<file path="config.mk">
export PLATFORM = sky130hd
export DESIGN_NAME = hrv_rr_timer
export DESIGN_NICKNAME = d
export VERILOG_FILES = /design/src/rtl/hrv_pkg.sv /design/src/rtl/hrv_beat_sync.sv /design/src/rtl/hrv_rr_timer.sv
export SDC_FILE = /design/constraint.sdc
export NUM_CORES = 1
export LEC_CHECK = 0
export BUFFER_PORTS_ARGS = -buffer_cell sky130_fd_sc_hd__buf_2
export CAP_MARGIN = 0
export CORE_UTILIZATION = 40
export CTS_BUF_LIST = sky130_fd_sc_hd__clkbuf_4 sky130_fd_sc_hd__clkbuf_8
export DETAILED_ROUTE_END_ITERATION = 16
export HOLD_SLACK_MARGIN = 0.03
export PLACE_DENSITY = 0.57
export SLEW_MARGIN = 20
export SYNTH_ARGS = -nofsm -noshare
export SYNTH_HDL_FRONTEND = slang
export SYNTH_SLANG_ARGS = --single-unit
</file>
<file path="constraint.sdc">
create_clock -name clk -period 2.3 [get_ports clk]
set_clock_uncertainty 0.2 [all_clocks]
set_input_delay 0.345 -clock clk [delete_from_list [all_inputs] [get_ports clk]]
set_output_delay 0.345 -clock clk [all_outputs]
set_load 0.005 [all_outputs]
</file>
<file path="src/rtl/hrv_pkg.sv">
// Shared HRV datapath constants: RR interval width, tick defaults and the
// interval-timer state encoding, common to the RR timer and the RMSSD stage.
package hrv_pkg;

    localparam int RR_W              = 8;
    localparam int DEF_CLK_DIV       = 80000;
    localparam int DEF_REFRACT_TICKS = 25;
    localparam int DEF_PRE_W         = 17;

    localparam logic [RR_W-1:0] RR_MAX = '1;

    typedef enum logic [1:0] {
        ST_IDLE = 2'd0,
        ST_ARM  = 2'd1,
        ST_MEAS = 2'd2
    } hrv_state_e;

endpackage

</file>
<file path="src/rtl/hrv_beat_sync.sv">
// Brings the asynchronous R-peak pulse into the clk domain and turns each
// rising edge into a single-cycle beat event.
module hrv_beat_sync (
    input  logic clk,
    input  logic rst_n,
    input  logic beat_in,
    output logic beat_evt
);

    logic sync1_q;
    logic sync2_q;
    logic sync3_q;

    // sync3_q is the previous synchronised level, used only for edge detection
    always_ff @(posedge clk or negedge rst_n) begin
        if (!rst_n) begin
            sync1_q <= 1'b0;
            sync2_q <= 1'b0;
            sync3_q <= 1'b0;
        end else begin
            sync1_q <= beat_in;
            sync2_q <= sync1_q;
            sync3_q <= sync2_q;
        end
    end

    assign beat_evt = sync2_q & ~sync3_q;

endmodule

</file>
<file path="src/rtl/hrv_rr_timer.sv">
// R-peak to RR-interval converter: tick prescaler, interval counter with
// refractory rejection and lost-beat timeout, registered output strobes.
module hrv_rr_timer
    import hrv_pkg::*;
#(
    parameter int CLK_DIV       = DEF_CLK_DIV,
    parameter int REFRACT_TICKS = DEF_REFRACT_TICKS,
    parameter int PRE_W         = DEF_PRE_W
) (
    input  logic            clk,
    input  logic            rst_n,
    input  logic            en,
    input  logic            beat_in,
    output logic [RR_W-1:0] rr_out,
    output logic            rr_valid,
    output logic            artifact,
    output logic            timeout,
    output logic [RR_W-1:0] beat_cnt
);

    localparam logic [PRE_W-1:0] PRE_LAST = PRE_W'(CLK_DIV - 1);
    localparam logic [RR_W-1:0]  REFRACT  = RR_W'(REFRACT_TICKS);

    logic beat_evt;
    logic tick;

    hrv_state_e      state_q,    state_d;
    logic [PRE_W-1:0] pre_q,     pre_d;
    logic [RR_W-1:0] rr_cnt_q,   rr_cnt_d;
    logic [RR_W-1:0] rr_out_q,   rr_out_d;
    logic [RR_W-1:0] beat_cnt_q, beat_cnt_d;
    logic            rr_valid_q, rr_valid_d;
    logic            artifact_q, artifact_d;
    logic            timeout_q,  timeout_d;

    hrv_beat_sync u_beat_sync (
        .clk      (clk),
        .rst_n    (rst_n),
        .beat_in  (beat_in),
        .beat_evt (beat_evt)
    );

    assign tick = (pre_q == PRE_LAST);

    // NOTE: every output of this block gets a default first so no path leaves
    // a signal unassigned, which would otherwise infer a latch.
    always_comb begin
        state_d    = state_q;
        pre_d      = pre_q;
        rr_cnt_d   = rr_cnt_q;
        rr_out_d   = rr_out_q;
        beat_cnt_d = beat_cnt_q;
        rr_valid_d = 1'b0;
        artifact_d = 1'b0;
        timeout_d  = 1'b0;

        if (!en) begin
            state_d  = ST_IDLE;
            pre_d    = '0;
            rr_cnt_d = '0;
        end else begin
            case (state_q)
                ST_IDLE: begin
                    state_d  = ST_ARM;
                    pre_d    = '0;
                    rr_cnt_d = '0;
                end
                ST_ARM: begin
                    pre_d    = '0;
                    rr_cnt_d = '0;
                    if (beat_evt) begin
                        state_d = ST_MEAS;
                    end
                end
                ST_MEAS: begin
                    pre_d = tick ? '0 : pre_q + 1'b1;
                    // An accepted beat takes priority over a coincident tick or timeout
                    if (beat_evt && (rr_cnt_q >= REFRACT)) begin
                        rr_out_d   = rr_cnt_q;
                        rr_valid_d = 1'b1;
                        beat_cnt_d = beat_cnt_q + 1'b1;
                        rr_cnt_d   = '0;
                        pre_d      = '0;
                    end else begin
                        artifact_d = beat_evt;
                        if (tick) begin
                            if (rr_cnt_q == RR_MAX) begin
                                timeout_d = 1'b1;
                                state_d   = ST_ARM;
                                rr_cnt_d  = '0;
                                pre_d     = '0;
                            end else begin
                                rr_cnt_d = rr_cnt_q + 1'b1;
                            end
                        end
                    end
                end
                default: begin
                    state_d  = ST_IDLE;
                    pre_d    = '0;
                    rr_cnt_d = '0;
                end
            endcase
        end
    end

    // NOTE: state registers use non-blocking assignments so every flop samples
    // the pre-edge values regardless of statement order.
    always_ff @(posedge clk or negedge rst_n) begin
        if (!rst_n) begin
            state_q    <= ST_IDLE;
            pre_q      <= '0;
            rr_cnt_q   <= '0;
            rr_out_q   <= '0;
            beat_cnt_q <= '0;
            rr_valid_q <= 1'b0;
            artifact_q <= 1'b0;
            timeout_q  <= 1'b0;
        end else begin
            state_q    <= state_d;
            pre_q      <= pre_d;
            rr_cnt_q   <= rr_cnt_d;
            rr_out_q   <= rr_out_d;
            beat_cnt_q <= beat_cnt_d;
            rr_valid_q <= rr_valid_d;
            artifact_q <= artifact_d;
            timeout_q  <= timeout_d;
        end
    end

    assign rr_out   = rr_out_q;
    assign rr_valid = rr_valid_q;
    assign artifact = artifact_q;
    assign timeout  = timeout_q;
    assign beat_cnt = beat_cnt_q;

endmodule

</file>
==> flow_summary.ini, run 1 <==
[outcome]
outcome = finished clean

[floorplanning]
core_um2 = 5540
ios = 23
die_h_um = 78.1
num_rows = 27
start_util = 0.418
die_x_um = 78.1
dieArea_um2 = 6090

[grt]
antenna_found_initial = 0
grt-busiest-layer = met2
met1_usage = 0.223
grt_pass1_wl_um = 8220
first_global_vias = 1745
grt_use_met2 = 0.288
overflow = 0
track_usage = 0.173
met3_usage = 0.0360
grt_max_degree = 28

[sta]
final-setup-viol-count = 0
fmax_ghz = 0.435
min_period_over_period = 0.999
hold_viol_final = 0
tightest_slew_ns = 0.535
rsz0062_at_grt = true
slew_viol_final = 0
finalCriticalPeriod_ns = 2.30
slew_headroom = 0.643

[detailed_routing]
first_iter_violations = 63
drc_errors = 0
wl_per_cell_um = 13.8
viasPerCell = 5.29
antenna_left = 0
first_pass_iters = 4
wirelength_um = 4740
vias = 1813

[power]
comb_power_share = 0.031
seqPwrFrac = 0.576
p_leak_nw = 1.30
power_frac_clock = 0.393
intPower_mw = 1.20
switching_share = 0.205
ir_drop_mv = 0.217
finalPower_mw = 1.51
p_per_area_nw_per_um2 = 526
power_switching_uw = 310

[placed_design]
place_area_um2 = 2680
placed_cells = 330
portBuffers = 22
routabilityCongestion = 0.781
dp_hpwl_um = 3430

[cts]
cts_tree = yes
cts_root_buf = clkbuf_8
clock_latency_ns = 0.30
cts_buffer_depth = 2
htree_num_levels = 2
numCtsBuffers = 5
clkSinkCount = 49
path_clk_slew_ns = 0.09

[setup_path]
critPathLaunchType = flip-flop
cp_cell_sequence = or4_4 -> or4_4 -> buf_6 -> nand3b_1 -> a32o_1
regToRegEndpoint = state_q[1]$_DFFE_PN0P_
r2r-start = pre_q[14]$_DFF_PN0_
ff2ff_setup_slack_ns = 0.001
cp_num_buf_inv = 1
reg2regPathDepth = 5
worst_path_max_delay_cell = or4_4
slowest_delay_ns = 0.53
crit_start = pre_q[14]$_DFF_PN0_
worstSetupPathType = flip-flop to flip-flop
end_kind = flip-flop
crit_path_frequent_cell = or4_4
path_max_fanout = 7
cp.required_ns = 2.30
worstPathArrival_ns = 2.29
path_delay_family = simple AND/OR/NAND/NOR gates

[logic_synthesis]
syn_nets = 230
yosysWarnings = 0
avgSynthCellArea_um2 = 10.5
synth_cell_types = 39
seq_area_frac_synth = 0.530
syn_area_um2 = 2310
yosys_register_bits = 49
postSynthCellCount = 221

[final_layout]
nets = 280
final_common_cell = dfrtp_1
fin_util = 0.518
area_growth_pct = 24.1
mostFrequentLayoutCells = dfrtp_1 (49), buf_4 (25), buf_2 (22)
diodes = 0
final_area_um2 = 2870
fin_cells = 343
drive_gt1_frac = 0.262

[min_path]
hold_start = en
hp-class = primary input to flip-flop
hold_end = state_q[0]$_DFFE_PN0P_
min_delay_path_depth = 3

[run]
drv_cap = 0
worst max-delay path by stage:
stage | depth (start not counted) | slack (ns) | end
floorplan | 5 | -0.003 | rr_cnt_q[6]$_DFFE_PN0P_
global placement | 5 | -0.007 | state_q[1]$_DFFE_PN0P_
detailed placement | 5 | -0.1 | state_q[0]$_DFFE_PN0P_
CTS | 5 | 0.01 | rr_cnt_q[5]$_DFFE_PN0P_
global route | 5 | -0.04 | state_q[1]$_DFFE_PN0P_
finish | 5 | 0.001 | state_q[1]$_DFFE_PN0P_
per-layer routing:
metal | vias up | part of all wire | routed length (µm)
met2 | 29 | 0.49 | 2300
met1 | 872 | 0.46 | 2200
met5 | - | 0 | 0
li1 | 902 | - | -
met4 | 0 | 0.017 | 82
met3 | 10 | 0.033 | 156
layout make-up:
cell class | count | area, µm²
Clock buffer | 5 | 68.8
Clock inverter | 2 | 35.0
Fill cell | 524 | 2670
Inverter | 6 | 22.5
Multi-Input combinational cell | 157 | 1060
Sequential cell | 49 | 1230
Tap cell | 72 | 90.1
Timing Repair Buffer | 52 | 369
power groups by stage:
stage	Combinational (mW)	Clock [mW]	Sequential [mW]
floorplan	0.0121	0	0.886
global placement	0.0433	0	0.887
detailed placement	0.0441	0	0.887
CTS	0.0467	0.612	0.870
global route	0.0537	0.652	0.871
finish	0.0461	0.593	0.870
tightest hold or removal path, delay by kind of cell:
family                 cells  cell delay, ns
buffers and inverters      1            0.13
AO/OA/AOI/OAI              1            0.04
AND/OR/NAND/NOR            1            0.07
per-stage QoR:
stage                     setup WS, ns  hold slack [ns]   TNS, ns
after floorplan               -0.00257           -0.151  -0.00513
after global placement        -0.00659            0.139   -0.0123
after detailed placement       -0.0967            0.140    -0.610
after CTS                       0.0125           0.0978         0
after global routing           -0.0411            0.132    -0.149
final                          0.00136            0.116         0
registers in the layout, summed over array words and instances, names as in the netlist:
signal               flops
beat_cnt                 8
artifact                 1
u_beat_sync.sync3_q      1
u_beat_sync.sync2_q      1
rr_valid                 1
u_beat_sync.sync1_q      1
state_q                  2
pre_q                   17
rr_out                   8
timeout                  1
rr_cnt_q                 8
logic make-up after synthesis:
group                    share of synthesized area
multiplexers                                0.0292
AND/OR/NAND/NOR                              0.219
flip-flops                                   0.530
adder cells (fa/ha/maj)                     0.0270
AO/OA/AOI/OAI                               0.0892
buffers and inverters                       0.0259
XOR/XNOR                                    0.0795
timing repair:
| action | CTS | global route |
|---|---|---|
| setup endpoints to repair | 22 | 23 |
| setup buffers | 1 | 3 |
| hold buffers | 2 | 0 |
| pin swaps | 0 | 2 |
| hold endpoints to repair | 23 | 0 |
| gates resized for setup | 2 | 7 |
cells in the mapped netlist:
cell type | n | area share
dfrtp_1 | 49 | 0.53
nor2_1 | 18 | 0.029
nand2_1 | 13 | 0.021
nand4_1 | 13 | 0.035
o21ai_0 | 13 | 0.028
xor2_1 | 12 | 0.045
nand3_1 | 11 | 0.024
a21oi_1 | 9 | 0.019
xnor2_1 | 9 | 0.034
inv_1 | 6 | 0.0097
mux2_2 | 6 | 0.029
clkbuf_1 | 5 | 0.0081
ha_1 | 5 | 0.027
or4_1 | 5 | 0.016
and2_1 | 4 | 0.011
and4_1 | 4 | 0.015
nor4_1 | 4 | 0.011
buf_2 | 3 | 0.0065
nand2b_1 | 3 | 0.0081
nor3_1 | 3 | 0.0065
o31ai_1 | 3 | 0.0097
or3_1 | 3 | 0.0081
a221o_1 | 2 | 0.0086
and3_1 | 2 | 0.0054
nand4b_1 | 2 | 0.0076
a211oi_1 | 1 | 0.0032
a22oi_1 | 1 | 0.0032
a32o_1 | 1 | 0.0043
and3b_1 | 1 | 0.0038
buf_1 | 1 | 0.0016
nand3b_1 | 1 | 0.0032
nand4bb_1 | 1 | 0.0049
nor2b_1 | 1 | 0.0027
nor3b_1 | 1 | 0.0032
nor4b_1 | 1 | 0.0038
o2111ai_1 | 1 | 0.0038
o211ai_1 | 1 | 0.0032
o21a_1 | 1 | 0.0032
o21ai_1 | 1 | 0.0022
No activity file was read; power rests on OpenSTA's default activity.
==> run 2: changes to the inputs <==
==> constraint.sdc (replaced) <==
create_clock -name clk -period 2.3 [get_ports clk]
set_clock_uncertainty 0.2 [all_clocks]
set_input_delay 0.23 -clock clk [delete_from_list [all_inputs] [get_ports clk]]
set_output_delay 0.23 -clock clk [all_outputs]
set_load 0.005 [all_outputs]
==> flow_summary.ini, run 2 (same netlist as run 1, synthesis figures left out) <==
[grt]
grt_pass1_wl_um = 8250
first_global_vias = 1755
track_usage = 0.174
grt_max_degree = 28
overflow = 0
antenna_found_initial = 0

[power]
ir_drop_mv = 0.217
p_leak_nw = 1.31
finalPower_mw = 1.51
p_per_area_nw_per_um2 = 525

[detailed_routing]
wl_per_cell_um = 13.8
vias = 1816
antenna_left = 0
first_pass_iters = 4
viasPerCell = 5.28
wirelength_um = 4750
drc_errors = 0
first_iter_violations = 87

[cts]
path_clk_slew_ns = 0.08
cts_root_buf = clkbuf_8
clock_latency_ns = 0.30
numCtsBuffers = 5
cts_tree = yes
htree_num_levels = 2
cts_buffer_depth = 2
clkSinkCount = 49

[placed_design]
dp_slack_ns = -0.0967
placed_cells = 330
dp_hpwl_um = 3430
routabilityCongestion = 0.781
place_area_um2 = 2680
portBuffers = 22

[final_layout]
final_area_um2 = 2880
fin_util = 0.520
nets = 281
final_common_cell = dfrtp_1
area_growth_pct = 24.5
mostFrequentLayoutCells = dfrtp_1 (49), buf_4 (25), buf_2 (22)
largest_reg_flops = 17
drive_gt1_frac = 0.261
fin_cells = 344
diodes = 0
nFillCells = 524
regMostFlops = pre_q

[setup_path]
cp.required_ns = 2.30
crit_path_frequent_cell = or4_4
worstPathArrival_ns = 2.29
end_kind = flip-flop
worstSetupPathType = flip-flop to flip-flop
worst_path_max_delay_cell = or4_4
slowest_delay_ns = 0.53
path_delay_family = simple AND/OR/NAND/NOR gates
cp_cell_sequence = or4_4 -> or4_4 -> buf_6 -> nand3b_1 -> a32o_1
critPathLaunchType = flip-flop
r2r-start = pre_q[14]$_DFF_PN0_
path_max_fanout = 7
crit_start = pre_q[14]$_DFF_PN0_
cp_num_buf_inv = 1

[sta]
tightest_slew_ns = 0.535
final.setup.tns_ns = 0
finalHoldWorstSlack_ns = 0.156
slew_viol_final = 0
fmax_ghz = 0.435
rsz0062_at_grt = true
slew_headroom = 0.643
min_period_over_period = 1.00
final-setup-viol-count = 0
hold_viol_final = 0
finalCriticalPeriod_ns = 2.30
setup_ws_ns = 0.000935

[outcome]
outcome = finished clean

[floorplanning]
die_x_um = 78.1
dieArea_um2 = 6090
start_util = 0.418
num_rows = 27
core_um2 = 5540
ios = 23
die_h_um = 78.1

[run]
drv_cap = 0

[min_path]
hp-class = flip-flop to flip-flop
hold_start = u_beat_sync.sync1_q$_DFF_PN0_
## run 2: cell count changes in the layout (fill, tap and decap cells not counted), sizes merged
cell         before  now
dlygate4sd3       2    3
## run 2: repair_timing
action | in CTS | in global routing
endpoints found under the setup margin | 22 | 23
gates cloned | 0 | 0
hold endpoints to repair | 24 | 0
pin swaps | 0 | 2
buffers inserted | 1 | 3
hold buffers | 3 | 0
resized for setup | 2 | 7
## run 2: routing by layer
layer,track usage,share of wire
met1,0.223,0.47
met3,0.0360,0.029
met4,0.0611,0.017
met5,0,0
met2,0.290,0.49
## run 2: where the power goes
part	switching [mW]	total (mW)	internal (mW)	leakage, nW
Clock	0.278	0.594	0.316	0.0540
Sequential	0.00368	0.870	0.866	0.676
Combinational	0.0294	0.0474	0.0180	0.577
Total	0.311	1.51	1.20	1.31
## run 2: final timing paths
kind | end | slack, ns | depth (start not counted)
min in group asynchronous | beat_cnt[7]$_DFFE_PN0P_ | 0.23 | 2
max | state_q[1]$_DFFE_PN0P_ | 0.0009 | 5
max reg2reg | state_q[1]$_DFFE_PN0P_ | 0.0009 | 5
min | u_beat_sync.sync2_q$_DFF_PN0_ | 0.16 | 0
max in group asynchronous | pre_q[13]$_DFF_PN0_ | 1.14 | 3
min reg2reg | u_beat_sync.sync2_q$_DFF_PN0_ | 0.16 | 0
## run 2: final cells by class
cell class	count	area, µm²	area share
Tap cell	72	90.1	0.0313
Timing Repair Buffer	53	379	0.132
Clock buffer	5	68.8	0.0239
Inverter	6	22.5	0.00782
Sequential cell	49	1230	0.426
Clock inverter	2	35.0	0.0122
Multi-Input combinational cell	157	1060	0.368
